### config.mk
export PLATFORM = sky130hd
export DESIGN_NAME = vram_copy_engine
export DESIGN_NICKNAME = d
export VERILOG_FILES = /design/src/rtl/vram_copy_engine.sv
export SDC_FILE = /design/constraint.sdc
export NUM_CORES = 1
export LEC_CHECK = 0
export BUFFER_PORTS_ARGS = -buffer_cell sky130_fd_sc_hd__buf_2
export CORE_ASPECT_RATIO = 1.25
export CORE_MARGIN = 8
export CORE_UTILIZATION = 48
export CTS_CLUSTER_SIZE = 25
export DETAILED_ROUTE_END_ITERATION = 10
export GPL_ROUTABILITY_DRIVEN = 0
export GPL_TIMING_DRIVEN = 1
export PLACE_DENSITY = 0.82
export SETUP_SLACK_MARGIN = 0.4
export SLEW_MARGIN = 0
export SYNTH_ARGS = -nofsm -noshare
export SYNTH_HDL_FRONTEND = slang
export SYNTH_SLANG_ARGS = --single-unit
### constraint.sdc
create_clock -name clk -period 3.2 [get_ports clk]
set_clock_uncertainty 0.15 [all_clocks]
set_input_delay 0.32 -clock clk [delete_from_list [all_inputs] [get_ports clk]]
set_output_delay 0.32 -clock clk [all_outputs]
set_load 0.005 [all_outputs]
### src/rtl/vram_copy_engine.sv
// Word-granular VRAM copy/fill engine. It shares VRAM port 0 with the CPU
// register path; the CPU always wins and the DMA sequencer uses idle cycles.
module vram_copy_engine (
  input  logic        clk,
  input  logic        rst,
  input  logic [14:0] cfg_src,
  input  logic [14:0] cfg_dst,
  input  logic [14:0] cfg_len,
  input  logic        cfg_fill_mode,
  input  logic [31:0] cfg_fill_data,
  input  logic        start,
  output logic        busy,
  output logic        done,
  input  logic [16:0] cpu_addr,
  input  logic [1:0]  cpu_wrpattern,
  input  logic [31:0] cpu_cache32,
  input  logic [7:0]  cpu_wrdata,
  input  logic        cpu_strobe,
  input  logic        cpu_write,
  output logic [7:0]  cpu_rddata,
  output logic [16:0] vram_addr,
  output logic [1:0]  vram_wrpattern,
  output logic [31:0] vram_cache32,
  output logic [7:0]  vram_wrdata,
  output logic        vram_strobe,
  output logic        vram_write,
  input  logic [7:0]  vram_rddata,
  input  logic [31:0] vram_rddata32
);

  typedef enum logic [2:0] {S_IDLE, S_RD, S_CAP, S_WR, S_DONE} state_t;

  state_t      state_q;
  logic [14:0] src_q;
  logic [14:0] dst_q;
  logic [14:0] cnt_q;
  logic [31:0] data_q;
  logic        fill_q;
  logic        busy_q;
  logic        done_q;

  logic        eng_req;
  logic        eng_write;
  logic        grant;
  logic [16:0] eng_addr;

  // Handshake: the engine holds its request (RD/WR state) until a cycle with
  // cpu_strobe low; that cycle is the grant and the access is committed.
  always_comb begin
    eng_req   = (state_q == S_RD) || (state_q == S_WR);
    eng_write = (state_q == S_WR);
    eng_addr  = eng_write ? {dst_q, 2'b00} : {src_q, 2'b00};
    grant     = eng_req && !cpu_strobe;
  end

  always_comb begin
    vram_addr      = 17'd0;
    vram_wrpattern = 2'b00;
    vram_cache32   = 32'd0;
    vram_wrdata    = 8'd0;
    vram_strobe    = 1'b0;
    vram_write     = 1'b0;
    if (cpu_strobe) begin
      vram_addr      = cpu_addr;
      vram_wrpattern = cpu_wrpattern;
      vram_cache32   = cpu_cache32;
      vram_wrdata    = cpu_wrdata;
      vram_strobe    = 1'b1;
      vram_write     = cpu_write;
    end else if (eng_req) begin
      vram_addr      = eng_addr;
      vram_wrpattern = eng_write ? 2'b11 : 2'b00;
      vram_cache32   = data_q;
      vram_wrdata    = data_q[7:0];
      vram_strobe    = 1'b1;
      vram_write     = eng_write;
    end
  end

  assign cpu_rddata = vram_rddata;
  assign busy       = busy_q;
  assign done       = done_q;

  always_ff @(posedge clk or posedge rst) begin
    if (rst) begin
      state_q <= S_IDLE;
      src_q   <= 15'd0;
      dst_q   <= 15'd0;
      cnt_q   <= 15'd0;
      data_q  <= 32'd0;
      fill_q  <= 1'b0;
      busy_q  <= 1'b0;
      done_q  <= 1'b0;
    end else begin
      done_q <= 1'b0;
      case (state_q)
        S_IDLE: begin
          if (start) begin
            src_q  <= cfg_src;
            dst_q  <= cfg_dst;
            cnt_q  <= cfg_len;
            fill_q <= cfg_fill_mode;
            data_q <= cfg_fill_data;
            busy_q <= 1'b1;
            if (cfg_len == 15'd0) begin
              state_q <= S_DONE;
              done_q  <= 1'b1;
            end else if (cfg_fill_mode) begin
              state_q <= S_WR;
            end else begin
              state_q <= S_RD;
            end
          end
        end
        S_RD: begin
          if (grant) state_q <= S_CAP;
        end
        // Read data is only valid the cycle after the grant, so capture here
        // regardless of what the CPU is doing this cycle.
        S_CAP: begin
          data_q  <= vram_rddata32;
          state_q <= S_WR;
        end
        S_WR: begin
          if (grant) begin
            dst_q <= dst_q + 15'd1;
            if (!fill_q) src_q <= src_q + 15'd1;
            cnt_q <= cnt_q - 15'd1;
            if (cnt_q == 15'd1) begin
              state_q <= S_DONE;
              done_q  <= 1'b1;
            end else if (!fill_q) begin
              state_q <= S_RD;
            end
          end
        end
        S_DONE: begin
          busy_q  <= 1'b0;
          state_q <= S_IDLE;
        end
        default: state_q <= S_IDLE;
      endcase
    end
  end

endmodule
==> results.toml <==
[cells_and_area]
register_area_um2 = 2080
area_growth_syn_to_layout_pct = 26.5
fillCellCount = 1028
fin_nets = 1013
fin_area_um2 = 6990
final_layout_size_suffix_gt1_share_pct = 33.4
multi_input_area_um2 = 3100

[worst_setup_path]
r2r_setup_slack_ns = 0.83
crit_type = "flip-flop to output pin"
start_kind = "flip-flop"
path_max_fanout = 42
cp.arrival_ns = 2.15
crit_path_cell_trace = "nor3b_4 -> buf_4 -> nand2_1 -> nand2_1 -> buf_2"
cp_slowest_stage_delay_ns = 0.64
cp_common_cell = "nand2_1"
critical-path-slowest-cell = "dfrtp_1"
required_ns = 2.73
crit_path_end_kind = "output pin"

[clock_tree]
path_clk_slew_ns = 0.06
clock_path_buffers = 2
cts_buffers = 9
post_cts_buffers = 0
clock_latency_ns = 0.33
h-tree-depth = 3
cts.sinks = 83
cts-root-buf = "clkbuf_16"
cts_tree = "done"

[power]
clockPowerShare_pct = 18.1
cellInternalPower_mw = 3.44
comb_power_share_pct = 45.2
switching_power_mw = 2.51
seqPwrFrac_pct = 36.7
p_leak_nw = 3.21
ir_drop_v = 0.000361
power-per-cell-area_nw_per_um2 = 851
swShare_pct = 42.2

[timing]
rsz0062_at_grt = "no"
fmax_ghz = 0.382
post-route-period-util_pct = 81.8
hold_violations = 0
finalMaxSlewViolations = 0
setup_viol = 0
slew-limit-headroom_pct = 49.9
final.min_clock_period_ns = 2.62
max_slew.worst_pin.slew_ns = 0.751
setup_tns_ns = 0

[detailed_routing]
ant_nets = 0
vias_per_cell = 5.96
drtIter0Drc = 315
vias = 5806
detail_route.wl_per_cell_um = 19.5
drc = 0
first_pass_iters = 5
postRouteWirelength_um = 19000

[yosys]
yosysSeqAreaShare_pct = 37.6
synth_warnings = 0
synth_common_cells = "nand2_1, dfrtp_1, o21ai_0"
synthTopCellsByArea = "dfrtp_1, mux2i_1, o21ai_0"
ys.flop_type = "dfrtp_1"
synth-seq-cells = 83
synth_top_area_share_pct = 37.6
synth_area_per_cell_um2 = 8.70
synth_top_area_cell = "dfrtp_1"
synth_edf_count = 0
syn_area_um2 = 5530
ys_types = 55
synth.most_common_cell = "nand2_1"
async_flop_share_pct = 100
syn_inst = 635
syn-num-nets = 821

[outcome]
outcome = "completed"

[floorplan]
design.die.area_um2 = 15200
dieHeight_um = 136
ios = 253
fp-row-count = 44
core_area_um2 = 11500
start_util_pct = 48.3
die_x_um = 112

[run]
cap_violations = 0

[placed_design]
dpl_cell_area_um2 = 6650
port_buffers = 236
post-dp-hpwl_um = 14400

[global_route]
grt_pass1_vias = 5694
grt_pass1_wl_um = 28900
antenna_found_initial = 5
grt_max_degree = 86
grtUsageTotal_pct = 24.0
gr-total-overflow = 0

[worst_hold_path]
hold_class = "input pin to flip-flop"
## routing by layer
metal	part of all wire, %	global-route usage, %	vias up
met5	0.22	0	-
met4	2.7	9.69	6
met3	10	9.38	36
met2	49	40.7	246
met1	38	26.5	2757
li1	-	-	2761
## metrics by stage
step	std cells	worst slack, ns	total power [mW]	utilization (%)	hold slack (ns)
finish	974	0.581	5.95	61.0	0.0349
global route	972	0.433	6.39	61.0	0.0350
CTS	970	0.524	5.95	60.9	0.0215
detailed placement	953	0.799	4.85	58.1	0.302
global placement	953	0.851	4.76	58.1	0.304
floorplan	635	0.593	4.02	-	0.287
## what timing repair did
action | in CTS | in global routing
hold buffers | 1 | 0
endpoints found under the setup margin | 0 | 14
gates resized for setup | 0 | 1
hold endpoints to repair | 83 | 0
## kinds of logic (layout without fill, tap and decap cells)
family	count (synthesis)	count (layout)	share of synthesized area, %
AND/OR/NAND/NOR	193	193	18.1
flip-flops	83	83	37.6
adder cells (fa/ha/maj)	4	4	0.906
XOR/XNOR	1	1	0.159
other	0	4	0
buffers and inverters	72	269	6.77
multiplexers	50	50	9.06
AO/OA/AOI/OAI	232	232	27.4
## sequential cells by signal, summed over array words and instances (netlist names)
signal / cells
cnt_q: 15
data_q: 32
done: 1
dst_q: 15
state_q: 3
src_q: 15
fill_q: 1
busy: 1
## final cells by class
class / instances / area share, %
inverters: 5 / 0.286
flip-flops and latches: 83 / 29.7
multi-input cells: 480 / 44.3
well taps: 138 / 2.47
clock buffers: 12 / 3.81
repair buffers: 248 / 18.6
diodes: 4 / 0.143
clock inverters: 4 / 0.680
## power by group through the flow
stage               Sequential (mW)  Combinational [mW]  Clock [mW]
floorplan                      1.92                2.10           0
global placement               2.16                2.60           0
detailed placement             2.16                2.69           0
CTS                            2.16                2.69        1.10
global route                   2.25                3.00        1.14
finish                         2.18                2.69        1.08
## cells in the final DEF, fill, tap and decap left out, types with 3 or more instances in the layout
cell	instances
buf_2	236
nand2_1	86
dfrtp_1	83
o21ai_0	74
mux2i_1	50
a21oi_1	47
a22o_1	40
a2bb2oi_1	26
o22ai_1	21
nand3_1	20
nor2_1	19
nand4_1	17
clkbuf_16	9
buf_4	9
nor4_1	7
and4_1	6
and2_1	5
diode_2	4
inv_1	4
nor3b_1	4
nor3_1	4
a32oi_1	4
and3_1	4
ha_1	4
nand3b_1	3
a211oi_1	3
clkinv_2	3
clkbuf_8	3
## worst paths after layout
path | startpoint | endpoint | cells after the start
hold / removal | vram_rddata32[29] | data_q[29]$_DFFE_PP0P_ | 3
min in group asynchronous | rst | src_q[9]$_DFFE_PP0P_ | 4
hold reg to reg | busy$_DFFE_PP0P_ | busy$_DFFE_PP0P_ | 2
max in group asynchronous | rst | cnt_q[13]$_DFFE_PP0P_ | 4
setup / recovery | state_q[0]$_DFFE_PP0P_ | vram_write | 5
setup reg to reg | state_q[1]$_DFFE_PP0P_ | data_q[7]$_DFFE_PP0P_ | 4
## critical path: cells and delay by family, from the launching register on
kind / cells / cell delay, ns
simple gates: 3 / 0.64
flops: 1 / 0.64
buf+inv: 2 / 0.54
Power figures use the tool's default switching activity.
